`config.mk`:
```
export PLATFORM = sky130hd
export DESIGN_NAME = bidir_piso_serializer
export DESIGN_NICKNAME = d
export VERILOG_FILES = /design/src/rtl/bidir_shift_pkg.sv /design/src/rtl/bidir_piso_core.sv /design/src/rtl/bidir_piso_serializer.sv
export SDC_FILE = /design/constraint.sdc
export NUM_CORES = 1
export LEC_CHECK = 0
export CAP_MARGIN = 0
export CORE_MARGIN = 2
export CORE_UTILIZATION = 25
export DETAILED_ROUTE_END_ITERATION = 10
export GPL_ROUTABILITY_DRIVEN = 0
export SLEW_MARGIN = 20
export SYNTH_ARGS = -nofsm -noshare
export SYNTH_HDL_FRONTEND = slang
export SYNTH_SLANG_ARGS = --single-unit
```
`constraint.sdc`:
```
create_clock -name clk -period 1.3 [get_ports clk]
set_input_delay 0.195 -clock clk [delete_from_list [all_inputs] [get_ports clk]]
set_output_delay 0.195 -clock clk [all_outputs]
set_load 0.02 [all_outputs]
```
`src/rtl/bidir_shift_pkg.sv`:
```
// Definitions shared by the bidirectional serializer and its matching receiver.
// BIDIR_PISO_PARITY_EN appends an even-parity bit to every frame.
package bidir_shift_pkg;

  typedef enum logic {
    IDLE  = 1'b0,
    SHIFT = 1'b1
  } state_t;

  localparam logic DIR_LEFT  = 1'b1;
  localparam logic DIR_RIGHT = 1'b0;

  // Number of serial bits in one frame, including the optional parity bit.
  function automatic int frame_bits(input int width);
`ifdef BIDIR_PISO_PARITY_EN
    return width + 1;
`else
    return width;
`endif
  endfunction

endpackage

```
`src/rtl/bidir_piso_core.sv`:
```
// Serializer datapath: shift register, direction latch and serial output mux.
// BIDIR_PISO_PARITY_EN adds a parity register and a parity output slot.
module bidir_piso_core
  import bidir_shift_pkg::*;
#(
  parameter int WIDTH = 4
) (
  input  logic             clk,
  input  logic             rst,
  input  logic             load,
  input  logic             shift,
  input  logic             active,
`ifdef BIDIR_PISO_PARITY_EN
  input  logic             parity_slot,
`endif
  input  logic [WIDTH-1:0] data,
  input  logic             dir,
  output logic             serial_out
);

  logic [WIDTH-1:0] sreg;
  logic             dir_q;
`ifdef BIDIR_PISO_PARITY_EN
  logic             parity_q;
`endif

  // NOTE: clocked state uses non-blocking assignments so every register samples
  // pre-edge values; blocking here would create order-dependent simulation races.
  always_ff @(posedge clk) begin
    if (rst) begin
      sreg  <= '0;
      dir_q <= DIR_RIGHT;
`ifdef BIDIR_PISO_PARITY_EN
      parity_q <= 1'b0;
`endif
    end else if (load) begin
      // A load wins over a shift so the next frame follows with no gap bit.
      sreg  <= data;
      dir_q <= dir;
`ifdef BIDIR_PISO_PARITY_EN
      parity_q <= ^data;
`endif
    end else if (shift) begin
      if (dir_q == DIR_LEFT) sreg <= {sreg[WIDTH-2:0], 1'b0};
      else                   sreg <= {1'b0, sreg[WIDTH-1:1]};
    end
  end

  // NOTE: every combinational output gets a default first, so no path can infer a latch.
  always_comb begin
    serial_out = 1'b0;
    if (active) begin
      serial_out = (dir_q == DIR_LEFT) ? sreg[WIDTH-1] : sreg[0];
`ifdef BIDIR_PISO_PARITY_EN
      if (parity_slot) serial_out = parity_q;
`endif
    end
  end

endmodule

```
`src/rtl/bidir_piso_serializer.sv`:
```
// Parallel-in serial-out transmitter with valid/ready load and shift-enable pacing.
// BIDIR_PISO_PARITY_EN extends each frame with an even-parity bit.
module bidir_piso_serializer
  import bidir_shift_pkg::*;
#(
  parameter int WIDTH = 4
) (
  input  logic             clk,
  input  logic             rst,
  input  logic             load_valid,
  input  logic [WIDTH-1:0] load_data,
  input  logic             load_dir,
  output logic             load_ready,
  input  logic             shift_en,
  output logic             serial_out,
  output logic             serial_valid,
  output logic             frame_last,
  output logic             done
);

  localparam int CNT_W    = $clog2(WIDTH + 1);
  localparam int LAST_CNT = frame_bits(WIDTH) - 1;

  state_t           state;
  logic [CNT_W-1:0] cnt;
  logic             accept;
  logic             consume;

  assign serial_valid = (state == SHIFT);
  assign frame_last   = (state == SHIFT) && (cnt == CNT_W'(LAST_CNT));
  assign consume      = (state == SHIFT) && shift_en;
  assign load_ready   = (state == IDLE) || (consume && frame_last);
  assign accept       = load_valid && load_ready;

  always_ff @(posedge clk) begin
    if (rst) begin
      state <= IDLE;
      cnt   <= '0;
      done  <= 1'b0;
    end else begin
      done <= consume && frame_last;
      if (accept) begin
        state <= SHIFT;
        cnt   <= '0;
      end else if (consume) begin
        if (frame_last) begin
          state <= IDLE;
          cnt   <= '0;
        end else begin
          cnt <= cnt + CNT_W'(1);
        end
      end
    end
  end

  bidir_piso_core #(.WIDTH(WIDTH)) u_core (
    .clk         (clk),
    .rst         (rst),
    .load        (accept),
    .shift       (consume),
    .active      (serial_valid),
`ifdef BIDIR_PISO_PARITY_EN
    .parity_slot (cnt == CNT_W'(WIDTH)),
`endif
    .data        (load_data),
    .dir         (load_dir),
    .serial_out  (serial_out)
  );

endmodule

```
==> flow_summary.ini <==
[run_status]
status = finished with violations
violations = negative setup slack

[floorplanning]
fp.dieH_um = 50.5
start_util_pct = 27.0
die-width_um = 50.5
rows = 16
fp.coreArea_sq_um = 2000
die-area_sq_um = 2550
top_level_ports = 14

[sta]
relSlewSlack_pct = 83.3
fmax_mhz = 764
rsz0062_at_grt = true
setup_slack_ps = -8.28
hold_viol_final = 0
tightest_slew_ps = 246
min_period_ps = 1310
post-route-period-util_pct = 101
slew_violations = 0
finalSetupViolCount = 2
skew_ps = 0.240

[hold_path]
min_path_type = register to register

[power]
p_leak_nw = 0.349
power_frac_clock_pct = 36.1
peakVddDrop_v = 0.000384
seq_power_share_pct = 42.1
power_density_nw_per_um2 = 890
p_sw_share_pct = 26.2
p_comb_share_pct = 21.8
p_int_mw = 0.586
switchingPower_mw = 0.209

[clock_tree]
hold_buffers = 0
cts_tree = yes
clk_pin_slew_ps = 70
cts_buffers = 3
cts_htree_levels = 1
clockRootBuffer = clkbuf_4
numClockSinks = 10
cts.path.max_buffers = 2
clock_latency_ps = 270

[detailed_routing]
dr.first_iter.drc_count = 13
vias_per_cell = 5.00
first_pass_iters = 4
wl_per_cell_um = 12.5
drcViolationCount = 0
drt.antenna.violating_nets = 0
vias = 585
wl_um = 1460

[grt]
antenna_found_initial = 0
grt-ovfl-total = 0
grt_pass1_vias = 577
grt_first_pass_wirelength_um = 2440
grt_max_degree = 9
grt_use_total_pct = 13.2

[synth]
ys_ff_latch = 10
ys.warnings.count = 0
ys_seq_area_share_pct = 37.0
yosys-top-cells-area = dfxtp_1, a21oi_1, nand2b_1
synth.avg_cell_area_sq_um = 9.01
synthCells = 60
ys_types = 28
synth_area_sq_um = 541
yosysTopAreaCellShare_pct = 37.0
synthesis.nets = 70
yosys.area.top_type = dfxtp_1

[place]
port_buffers = 13
post-place-ws_ps = -401
placed_area_sq_um = 798
post-dp-hpwl_um = 1060

[finish]
drive_gt1_share_pct = 42.2
final_area_sq_um = 893
area_growth_syn_to_layout_pct = 65.3
nets = 101
diodes = 0
fillers = 198

[critical_path]
critPathKind = register to register
worstPathMaxFanout = 4
required_ps = 1490
crit_path_end_kind = register
arrival_ps = 1500
worstSetupStartpointType = register

[flow_run]
max_cap_violations = 0
-- synth_stat cells, drive strengths merged --
cell,instances
dfxtp,10
a21oi,5
nand2,5
nand2b,4
nand3,4
o21ai,4
a211oi,3
inv,2
mux2i,2
o2111ai,2
o211ai,2
o311ai,2
a311oi,1
and2b,1
and3,1
and3b,1
and4,1
and4b,1
buf,1
clkbuf,1
ha,1
mux2,1
nand4b,1
nor2,1
nor2b,1
or3,1
or3b,1
-- per-stage QoR --
step / power (mW) / hold WS, ps / utilization, % / TNS, ps / instances
6_report: 0.795 / 503 / 44.6 / -8.89 / 117
3_3_place_gp: 0.492 / 462 / 39.9 / -1950 / 112
5_1_grt: 0.848 / 523 / 44.6 / -324 / 117
2_1_floorplan: 0.409 / 257 / - / -60.1 / 60
3_5_place_dp: 0.494 / 489 / 39.9 / -2180 / 112
4_1_cts: 0.787 / 488 / 42.3 / -39.6 / 116
-- critical path, stage by stage, from the launching register on --
cell and delay (ps):
dfxtp_2 340, ha_4 160, and3b_4 190, or3b_1 360, a211oi_2 180
-- layout make-up --
cell class,count,area [sq um],share of cell area [%]
Tap cell,27,33.8,3.78
Inverter,2,7.51,0.840
Clock buffer,4,36.3,4.06
Multi-Input combinational cell,46,374,41.9
Sequential cell,10,204,22.8
Timing Repair Buffer,28,238,26.6
-- power groups by stage --
stage	registers, mW	clock network [mW]	logic (mW)
final	0.334	0.287	0.174
after floorplan	0.340	0	0.0692
after global routing	0.337	0.323	0.188
after global placement	0.340	0	0.152
after detailed placement	0.340	0	0.154
after CTS	0.334	0.297	0.155
-- layout by cell type, fill, tap and decap left out, types with 2 or more instances in the layout --
cell / n
clkbuf_4: 3
mux2i_1: 2
clkdlybuf4s50_1: 8
nand2b_1: 4
nand2_1: 5
nand3_1: 4
o2111ai_2: 2
a21oi_1: 4
buf_6: 2
buf_4: 15
o211ai_1: 2
a211oi_2: 3
dfxtp_2: 3
inv_1: 2
o311ai_1: 2
dlygate4sd2_1: 2
dfxtp_1: 7
o21ai_1: 2
-- state kept, by name, indices dropped and copies added, names as in the netlist --
signal,flops
u_core.sreg,4
cnt,3
done,1
serial_valid,1
u_core.dir_q,1
-- path summary, 6_finish.rpt --
path              startpoint  endpoint  slack, ps  depth (start not counted)
hold reg to reg       cnt[1]    cnt[1]        500                          2
hold / removal        cnt[1]    cnt[1]        500                          2
setup reg to reg      cnt[1]    cnt[1]         -8                          4
setup / recovery      cnt[1]    cnt[1]         -8                          4
-- kinds of logic after synthesis --
family / Yosys count / synth area share [%]
AOI/OAI and AO/OA: 19 / 24.3
and+or+nand+nor: 23 / 26.4
adders and majority gates: 1 / 2.31
DFF: 10 / 37.0
muxes: 3 / 5.79
buffers and inverters: 4 / 4.17
-- routing by layer --
layer,vias to the layer above,routed length [um],global-route usage (%)
met4,0,64,10.8
met2,17,681,20.2
met1,275,640,15.3
li1,288,-,-
met3,5,77,3.27
met5,-,0,0
-- what timing repair did --
action                     CTS  global route
pin swaps                    2             1
buffers inserted             0             1
setup endpoints to repair   11             8
gates resized for setup     24            11
No activity file was read; power rests on OpenSTA's default activity.
